### src/rtl/ex_stage_mc.sv
// Execute stage with single-cycle ALU, iterative shift-add multiplier, store path and flag register.
// Optional feature macro: EX_MUL_SIGNED_EN selects a two's-complement MUL; the default build multiplies unsigned.
module ex_stage_mc #(
  parameter int         DATA_W  = 16,
  parameter int         IR_W    = 16,
  parameter logic [4:0] OPC_MUL = 5'b01111
) (
  input  logic              clock,
  input  logic              reset,
  input  logic              exec_en,
  input  logic [IR_W-1:0]   ex_ir,
  input  logic [DATA_W-1:0] reg_A,
  input  logic [DATA_W-1:0] reg_B,
  input  logic [DATA_W-1:0] smdr,
  output logic [IR_W-1:0]   mem_ir,
  output logic [DATA_W-1:0] reg_C,
  output logic              zf,
  output logic              nf,
  output logic              cf,
  output logic              dw,
  output logic [DATA_W-1:0] smdr1,
  output logic              stall
);

  // Opcode map; 5'b01111 is left free for the multiplier.
  localparam logic [4:0] OP_LOAD  = 5'b00010;
  localparam logic [4:0] OP_STORE = 5'b00011;
  localparam logic [4:0] OP_SLL   = 5'b00100;
  localparam logic [4:0] OP_SLA   = 5'b00101;
  localparam logic [4:0] OP_SRL   = 5'b00110;
  localparam logic [4:0] OP_SRA   = 5'b00111;
  localparam logic [4:0] OP_ADD   = 5'b01000;
  localparam logic [4:0] OP_ADDI  = 5'b01001;
  localparam logic [4:0] OP_SUB   = 5'b01010;
  localparam logic [4:0] OP_SUBI  = 5'b01011;
  localparam logic [4:0] OP_CMP   = 5'b01100;
  localparam logic [4:0] OP_AND   = 5'b01101;
  localparam logic [4:0] OP_OR    = 5'b01110;
  localparam logic [4:0] OP_LDIH  = 5'b10000;
  localparam logic [4:0] OP_ADDC  = 5'b10001;
  localparam logic [4:0] OP_SUBC  = 5'b10010;
  localparam logic [4:0] OP_XOR   = 5'b10011;

  localparam int CNT_W = $clog2(DATA_W + 1);
  localparam int SH_W  = $clog2(DATA_W);

  typedef enum logic {S_IDLE, S_RUN} state_e;

  state_e              state_q, state_d;
  logic [CNT_W-1:0]    cnt_q, cnt_d;
  logic [DATA_W-1:0]   mcand_q, mcand_d;
  logic [DATA_W-1:0]   mplier_q, mplier_d;
  logic [2*DATA_W-1:0] prod_q, prod_d;
  logic [IR_W-1:0]     mem_ir_q, mem_ir_d;
  logic [DATA_W-1:0]   reg_c_q, reg_c_d;
  logic [DATA_W-1:0]   smdr1_q, smdr1_d;
  logic                zf_q, zf_d, nf_q, nf_d, cf_q, cf_d, dw_q, dw_d;
`ifdef EX_MUL_SIGNED_EN
  logic                neg_q, neg_d;
`endif

  logic [4:0]          opcode;
  logic [SH_W-1:0]     shamt;
  logic [DATA_W:0]     alu_wide;
  logic                alu_flags;
  logic [DATA_W:0]     add_sum;
  logic [2*DATA_W-1:0] step_prod;
  logic [2*DATA_W-1:0] fin_prod;
  logic [DATA_W-1:0]   mul_lo, mul_hi;
  logic                mul_cf;
  logic [DATA_W-1:0]   a_op, b_op;

  assign opcode = ex_ir[IR_W-1 -: 5];
  assign shamt  = reg_B[SH_W-1:0];

  // NOTE: every signal assigned in an always_comb gets a default first, so no path leaves it unassigned and no latch is inferred.
  always_comb begin
    alu_wide  = {1'b0, reg_B};
    alu_flags = 1'b0;
    case (opcode)
      OP_ADD, OP_ADDI, OP_LDIH, OP_LOAD, OP_STORE:
        alu_wide = {1'b0, reg_A} + {1'b0, reg_B};
      OP_ADDC: alu_wide = {1'b0, reg_A} + {1'b0, reg_B} + {{DATA_W{1'b0}}, cf_q};
      OP_SUB, OP_SUBI, OP_CMP:
        alu_wide = {1'b0, reg_A} - {1'b0, reg_B};
      OP_SUBC: alu_wide = {1'b0, reg_A} - {1'b0, reg_B} - {{DATA_W{1'b0}}, cf_q};
      OP_AND:  alu_wide = {1'b0, reg_A & reg_B};
      OP_OR:   alu_wide = {1'b0, reg_A | reg_B};
      OP_XOR:  alu_wide = {1'b0, reg_A ^ reg_B};
      OP_SLL, OP_SLA: alu_wide = {1'b0, reg_A << shamt};
      OP_SRL:  alu_wide = {1'b0, reg_A >> shamt};
      OP_SRA:  alu_wide = {1'b0, $unsigned($signed(reg_A) >>> shamt)};
      default: alu_wide = {1'b0, reg_B};
    endcase
    case (opcode)
      OP_LDIH, OP_ADD, OP_ADDI, OP_ADDC, OP_SUB, OP_SUBI, OP_SUBC, OP_CMP: alu_flags = 1'b1;
      default: alu_flags = 1'b0;
    endcase
  end

  // One shift-add step: conditionally add the multiplicand into the high half, then shift right.
  assign add_sum   = {1'b0, prod_q[2*DATA_W-1:DATA_W]} + (mplier_q[0] ? {1'b0, mcand_q} : '0);
  assign step_prod = {add_sum, prod_q[DATA_W-1:1]};

`ifdef EX_MUL_SIGNED_EN
  assign a_op     = reg_A[DATA_W-1] ? -reg_A : reg_A;
  assign b_op     = reg_B[DATA_W-1] ? -reg_B : reg_B;
  assign fin_prod = neg_q ? -step_prod : step_prod;
  assign mul_lo   = fin_prod[DATA_W-1:0];
  assign mul_hi   = fin_prod[2*DATA_W-1:DATA_W];
  assign mul_cf   = (mul_hi != {DATA_W{mul_lo[DATA_W-1]}});
`else
  assign a_op     = reg_A;
  assign b_op     = reg_B;
  assign fin_prod = step_prod;
  assign mul_lo   = fin_prod[DATA_W-1:0];
  assign mul_hi   = fin_prod[2*DATA_W-1:DATA_W];
  assign mul_cf   = (mul_hi != '0);
`endif

  always_comb begin
    state_d  = state_q;
    cnt_d    = cnt_q;
    mcand_d  = mcand_q;
    mplier_d = mplier_q;
    prod_d   = prod_q;
    mem_ir_d = mem_ir_q;
    reg_c_d  = reg_c_q;
    smdr1_d  = smdr1_q;
    zf_d     = zf_q;
    nf_d     = nf_q;
    cf_d     = cf_q;
    dw_d     = dw_q;
    stall    = 1'b0;
`ifdef EX_MUL_SIGNED_EN
    neg_d    = neg_q;
`endif
    case (state_q)
      S_IDLE: begin
        if (exec_en) begin
          if (opcode == OPC_MUL) begin
            stall    = 1'b1;
            mcand_d  = a_op;
            mplier_d = b_op;
            prod_d   = '0;
            cnt_d    = CNT_W'(DATA_W);
            mem_ir_d = '0;
            dw_d     = 1'b0;
            state_d  = S_RUN;
`ifdef EX_MUL_SIGNED_EN
            neg_d    = reg_A[DATA_W-1] ^ reg_B[DATA_W-1];
`endif
          end else begin
            mem_ir_d = ex_ir;
            reg_c_d  = alu_wide[DATA_W-1:0];
            dw_d     = (opcode == OP_STORE);
            if (opcode == OP_STORE) smdr1_d = smdr;
            if (alu_flags) begin
              zf_d = (alu_wide[DATA_W-1:0] == '0);
              nf_d = alu_wide[DATA_W-1];
              cf_d = alu_wide[DATA_W];
            end
          end
        end
      end
      S_RUN: begin
        // Stall stays high through exec_en gaps so upstream keeps holding the MUL.
        stall = (cnt_q != CNT_W'(1));
        if (exec_en) begin
          prod_d   = step_prod;
          mplier_d = mplier_q >> 1;
          cnt_d    = cnt_q - CNT_W'(1);
          dw_d     = 1'b0;
          if (cnt_q == CNT_W'(1)) begin
            reg_c_d  = mul_lo;
            mem_ir_d = ex_ir;
            zf_d     = (mul_lo == '0);
            nf_d     = mul_lo[DATA_W-1];
            cf_d     = mul_cf;
            state_d  = S_IDLE;
          end else begin
            mem_ir_d = '0;
          end
        end
      end
      default: state_d = S_IDLE;
    endcase
  end

  // NOTE: sequential state uses non-blocking assignments so every flop samples pre-edge values.
  always_ff @(posedge clock or posedge reset) begin
    if (reset) begin
      state_q  <= S_IDLE;
      cnt_q    <= '0;
      mcand_q  <= '0;
      mplier_q <= '0;
      prod_q   <= '0;
      mem_ir_q <= '0;
      reg_c_q  <= '0;
      smdr1_q  <= '0;
      zf_q     <= 1'b0;
      nf_q     <= 1'b0;
      cf_q     <= 1'b0;
      dw_q     <= 1'b0;
`ifdef EX_MUL_SIGNED_EN
      neg_q    <= 1'b0;
`endif
    end else begin
      state_q  <= state_d;
      cnt_q    <= cnt_d;
      mcand_q  <= mcand_d;
      mplier_q <= mplier_d;
      prod_q   <= prod_d;
      mem_ir_q <= mem_ir_d;
      reg_c_q  <= reg_c_d;
      smdr1_q  <= smdr1_d;
      zf_q     <= zf_d;
      nf_q     <= nf_d;
      cf_q     <= cf_d;
      dw_q     <= dw_d;
`ifdef EX_MUL_SIGNED_EN
      neg_q    <= neg_d;
`endif
    end
  end

  assign mem_ir = mem_ir_q;
  assign reg_C  = reg_c_q;
  assign smdr1  = smdr1_q;
  assign zf     = zf_q;
  assign nf     = nf_q;
  assign cf     = cf_q;
  assign dw     = dw_q;

endmodule

### config.mk
export PLATFORM = sky130hd
export DESIGN_NAME = ex_stage_mc
export DESIGN_NICKNAME = d
export VERILOG_FILES = /design/src/rtl/ex_stage_mc.sv
export SDC_FILE = /design/constraint.sdc
export NUM_CORES = 1
export LEC_CHECK = 0
export ABC_AREA = 1
export CAP_MARGIN = 20
export CORE_UTILIZATION = 60
export CTS_CLUSTER_DIAMETER = 120
export CTS_CLUSTER_SIZE = 25
export DETAILED_ROUTE_END_ITERATION = 12
export PLACE_DENSITY = 0.94
export SETUP_SLACK_MARGIN = 0.05
export SLEW_MARGIN = 20
export SYNTH_ARGS = -nofsm -noshare
export SYNTH_HDL_FRONTEND = slang
export SYNTH_SLANG_ARGS = --single-unit
### constraint.sdc
create_clock -name clock -period 8.33 [get_ports clock]
set_input_delay 0.833 -clock clock [delete_from_list [all_inputs] [get_ports clock]]
set_output_delay 0.833 -clock clock [all_outputs]
set_load 0.02 [all_outputs]
==> results.cfg, run 1 <==
[status]
status = completed

[synthesis]
synth_edf_count = 0
yosys_warnings = 0
yosys.area.top_type_share_pct = 26.2
ys_types = 50
ys_ff_latch = 121
ys_top_cells_by_count = nand2_1 (638), nand3_1 (210), nor2_1 (189)
syn_avg_cell_area_um2 = 6.20
syn-num-nets = 2005
synth_cells = 1864
synth.most_common_cell = nand2_1
synthArstFlopShare_pct = 100
synth-main-ff-cell = dfrtp_1
netlist_area_um2 = 11600
yosys-top-cells-area = dfrtp_1 (26%), nand2_1 (21%), nand3_1 (9.1%), ha_1 (7.7%), nor2_1 (6.1%)
ys_seq_area_share_pct = 26.2
synth_area_leader_cell = dfrtp_1

[clock_tree]
cts_root_buf = clkbuf_16
cts_buffer_depth = 2
clk_latency_ps = 450
post_cts_resized = 0
cts_buffers = 17
cts_sinks = 121
postCtsHoldBufs = 0
tritoncts = built
clk_pin_slew_ps = 60
postCtsSetupBuffers = 0
cts_max_level = 4

[worst_setup_path]
crit_end = reg_C[14]
reg2reg_depth = 15
required_ps = 8650
r2r-end = cf
reg2reg_from = mplier_q[0]
worstSetupPathType = input port to flip-flop
startpoint_type = input port
cp_max_fo = 25
cp.arrival_ps = 5040
critPathLaunch = reg_B[2]
rrSetupSlack_ps = 4440
critPathCaptureType = flip-flop

[grt]
grt_max_degree = 76
grt_usage_pct = 49.8
grt_overflow = 0
antenna_found_initial = 0
grt_pass1_vias = 13647
grt_pass1_wl_um = 74900

[routing]
first_iter_violations = 2278
ant_nets = 0
viasPerCell = 6.52
drt-wirelength-per-cell_um = 22.6
wl_um = 49500
drc = 0
num_vias = 14295
firstDrtPassIters = 7

[final_layout]
fillers = 1527
design_area_um2 = 13500
antenna_cells = 0
areaGrowthSynthToFinish_pct = 16.4
drive_above_1_share_pct = 5.92
layoutNonFillerInstCount = 2194
fin_nets = 2088

[floorplanning]
initial_core_util_pct = 61.5
io_pins = 120
die_y_um = 141
row_count = 50
die-area_um2 = 19800
die_x_um = 141
core_area_um2 = 18800

[place]
place.gp.congestion = 1.11
dp_slack_ps = 3500
portBuffers = 119
place_hpwl_um = 34800
dpl-instance-area_um2 = 12800
dpl.cell_count = 2161

[sta]
layout_min_cycle_time_ps = 4720
max_freq_ghz = 0.212
slew_violations = 0
worst_slack_ps = 3610
fin_skew_ps = 18.4
setup_viol = 0
post-route-period-util_pct = 56.7
relSlewSlack_pct = 35.3
hold_violations = 0
worst_pin_slew_ps = 968
finalSetupTns_ps = 0
rsz0062_at_grt = false

[pwr]
total_leakage_power_nw = 6.98
power.density_nw_per_um2 = 234
power_mw = 3.15
ir_drop_uv = 163

[run]
maxCapViolations = 0

[worst_hold_path]
hold_class = flip-flop to flip-flop
[through the flow]
step | hold slack (ps) | utilization [%]
global route | 513 | 71.7
finish | 495 | 71.7
floorplan | 446 | -
detailed placement | 477 | 68.2
CTS | 493 | 71.6
global placement | 467 | 68.2
[sequential cells by signal, summed over array words and instances, names as in the netlist]
signal	count
cnt_q	5
zf	1
mem_ir	16
nf	1
smdr1	16
cf	1
reg_C	16
state_q	1
mplier_q	16
prod_q	31
dw	1
mcand_q	16
[metal layers]
metal	vias up	track usage, %	wire length (um)
li1	6245	-	-
met1	6476	59.4	17500
met2	1250	77.6	21500
met3	324	13.6	6600
met4	0	35.7	3930
met5	-	0	0
[where the power goes]
part           switching (mW)  internal, mW  total [mW]  leakage (nW)
registers               0.166         0.770       0.936          1.58
clock network           0.335         0.484       0.819         0.304
logic                   0.927         0.470        1.40          5.10
total                    1.43          1.72        3.15          6.98
[placed cells by master (no fill, tap or decap), types with 4 or more instances in the layout]
| cell type | synthesis | final |
|---|---|---|
| nand3_1 | 210 | 210 |
| a31oi_1 | 30 | 30 |
| a22o_1 | 12 | 12 |
| buf_4 | 4 | 12 |
| dfrtp_1 | 121 | 121 |
| inv_2 | 13 | 13 |
| and2_1 | 9 | 9 |
| nand3_2 | 10 | 10 |
| inv_8 | 0 | 4 |
| nor4_1 | 6 | 6 |
| o22ai_1 | 4 | 4 |
| nor3_1 | 10 | 10 |
| clkbuf_16 | 0 | 17 |
| mux2_2 | 16 | 16 |
| inv_6 | 0 | 6 |
| nand4_1 | 44 | 44 |
| ha_1 | 71 | 71 |
| a21oi_1 | 56 | 55 |
| nand2_1 | 638 | 637 |
| nor2_2 | 10 | 11 |
| xor2_1 | 9 | 9 |
| o21ai_0 | 96 | 96 |
| xnor2_1 | 6 | 6 |
| nand2_2 | 8 | 9 |
| clkdlybuf4s50_1 | 0 | 119 |
| nor2_1 | 189 | 188 |
| o211ai_1 | 10 | 10 |
| inv_1 | 181 | 180 |
[worst min path at each step]
stage,startpoint,endpoint,slack [ps],cells after the start
5_1_grt,smdr1[11],smdr1[11],510,1
3_3_place_gp,mcand_q[11],mcand_q[11],470,2
4_1_cts,mplier_q[15],mplier_q[15],490,2
6_report,mplier_q[15],mplier_q[15],490,2
3_5_place_dp,mplier_q[15],mplier_q[15],480,2
2_1_floorplan,cnt_q[4],cnt_q[4],450,1
[final cells by class]
class                      count  area (um^2)  area share (%)
tap                          234          293            2.18
clock inverter                15          203            1.51
sequential                   121         3030            22.5
inverter                     197          742            5.52
multi-input combinational   1478         7460            55.5
timing repair buffer         132         1300            9.64
clock buffer                  17          425            3.16
[critical path, cell delays in order]
cell and delay (ps):
clkdlybuf4s50_1 1110, inv_1 180, ha_1 650, inv_1 180, a21oi_1 180, nand2_1 140, nand3_1 140, nand3_1 130
nand2_1 90, nand2_1 160, nor2_1 260, nand4_1 150, nand2_1 90, nand2_1 60, nand3_1 110, nand2_1 100
nand2_1 80, nand2_1 60, o21ai_0 310
[kinds of logic after synthesis]
group | share of synthesized area, %
buffers and inverters | 9.25
adders and majority gates | 8.21
muxes | 1.56
xor gates and xnor gates | 1.14
and+or+nand+nor | 42.6
DFF | 26.2
AOI/OAI and AO/OA | 11.1
(Power assumes the default switching activity.)
==> inputs of run 2 (changes only) <==
Settings changed: CORE_UTILIZATION 60 to 53, PLACE_DENSITY 0.94 to 0.88.
Clock period 8.33 ns to 4.24 ns, I/O delays scaled along.
==> results.cfg, run 2 (synthesis results as in run 1) <==
[clock_tree]
cts_buffers = 17
cts_buffer_depth = 2
postCtsHoldBufs = 0
cts_root_buf = clkbuf_16
tritoncts = built
clk_latency_ps = 420
cts_max_level = 4
cts_sinks = 121
postCtsSetupBuffers = 0
post_cts_resized = 0
clk_pin_slew_ps = 70

[pwr]
power.share.sequential_pct = 31.2
swShare_pct = 43.7
power.density_nw_per_um2 = 427
total_leakage_power_nw = 7.13
internal_power_mw = 3.30
p_sw_mw = 2.56
ir_drop_uv = 302
p_comb_share_pct = 44.5
clockPowerShare_pct = 24.4

[worst_setup_path]
cp_cell_sequence = nand2_1 -> inv_1 -> ha_1 -> fa_1 -> nand3_1 -> nand2_1 -> a21oi_1 -> o21ai_0 -> a21oi_1 -> xor2_1 -> nand4_1 -> nor2_1 -> nand4_1 -> o21ai_0 -> o21ai_1
critPathLaunch = mplier_q[0]
critPathCaptureType = flip-flop
slowest_stage = dfrtp_1
cp_num_buf_inv = 1
reg2reg_depth = 15
rrSetupSlack_ps = 570
crit_end = cf
slowest_delay_ps = 590
cp_max_fo = 17
startpoint_type = flip-flop
required_ps = 4520
crit_family = compound AO/OA/AOI/OAI gates
path_depth = 15
cp.arrival_ps = 3960
r2r-end = cf
reg2reg_from = mplier_q[0]
worstSetupPathType = flip-flop to flip-flop

[final_layout]
layout_common_cells = nand2_1 (638), nand3_1 (210), nor2_1 (188), inv_1 (180), dfrtp_1 (121)
design_area_um2 = 13700
regMostFlops = prod_q
drive_above_1_share_pct = 7.61
areaGrowthSynthToFinish_pct = 18.8
largest_reg_flops = 31
final_common_cell = nand2_1
fillers = 1916
antenna_cells = 0
fin_nets = 2125

[grt]
grt_pass1_wl_um = 71700
grt_overflow = 0
antenna_found_initial = 0
grt_max_degree = 79
grt_pass1_vias = 12857
grt_usage_pct = 42.5

[place]
dpl-instance-area_um2 = 13100
portBuffers = 119
place.gp.congestion = 1.08
place_hpwl_um = 36600

[routing]
ant_nets = 0
first_iter_violations = 1422
drt-wirelength-per-cell_um = 20.6
wl_um = 46700
viasPerCell = 5.97
firstDrtPassIters = 6
drc = 0
num_vias = 13573

[sta]
hold_violations = 0
fin_skew_ps = 14.9
slew_violations = 0
finalSetupTns_ps = 0
post-route-period-util_pct = 86.7
max_freq_ghz = 0.272
layout_min_cycle_time_ps = 3670
setup_viol = 0
worst_pin_slew_ps = 1000
relSlewSlack_pct = 33.1
rsz0062_at_grt = false

[run]
maxCapViolations = 0

[status]
status = completed

[floorplanning]
die_y_um = 150
die_x_um = 150
initial_core_util_pct = 54.4
core_area_um2 = 21200
row_count = 53
die-area_um2 = 22400
io_pins = 120

[worst_hold_path]
hold_class = flip-flop to flip-flop
## run 2: area by class of cell
type | count | area (um^2) | share of cell area, %
clock buffers | 18 | 439 | 3.20
multi-input cells | 1478 | 7460 | 54.4
clock inverters | 14 | 138 | 1.00
flip-flops and latches | 121 | 3030 | 22.1
inverters | 197 | 742 | 5.41
well taps | 275 | 344 | 2.51
repair buffers | 169 | 1570 | 11.4
## run 2: worst min-delay path: stages, from the launching register on
cell,delay (ps)
dfrtp_1,350
nand2_1,50
o21ai_0,60
## run 2: power groups by stage
stage / Combinational, mW / Sequential, mW / Clock [mW]
finish: 2.60 / 1.83 / 1.43
global route: 2.84 / 1.86 / 1.48
CTS: 2.55 / 1.81 / 1.43
detailed placement: 2.51 / 1.82 / 0
global placement: 2.46 / 1.80 / 0
floorplan: 1.47 / 1.88 / 0
## run 2: per-stage QoR
step                      total power [mW]  hold WS (ps)  utilization [%]  setup WS (ps)  cells
after floorplan                       3.34           446                -            602   1864
after global placement                4.26           464             61.9            333   2240
after detailed placement              4.33           464             61.9            271   2240
after CTS                             5.79           489             64.6            674   2272
after global routing                  6.17           517             64.6            358   2272
final                                 5.86           490             64.6            565   2272
## run 2: worst min-delay path by stage
stage | from | slack (ps) | to | cells after the start
2_1_floorplan | cnt_q[4] | 450 | cnt_q[4] | 1
3_3_place_gp | dw | 460 | dw | 2
3_5_place_dp | nf | 460 | nf | 2
4_1_cts | mcand_q[1] | 490 | mcand_q[1] | 2
5_1_grt | mcand_q[1] | 520 | mcand_q[1] | 2
6_report | mcand_q[13] | 490 | mcand_q[13] | 2
## run 2: routing by layer
metal | vias up | GRT usage, % | share of wire [%] | wire (um)
met5 | - | 0 | 0 | 0
met4 | 0 | 24.9 | 6.4 | 3000
met3 | 177 | 7.53 | 9.5 | 4460
met2 | 834 | 68.1 | 45 | 20900
met1 | 6255 | 53.5 | 39 | 18400
li1 | 6307 | - | - | -
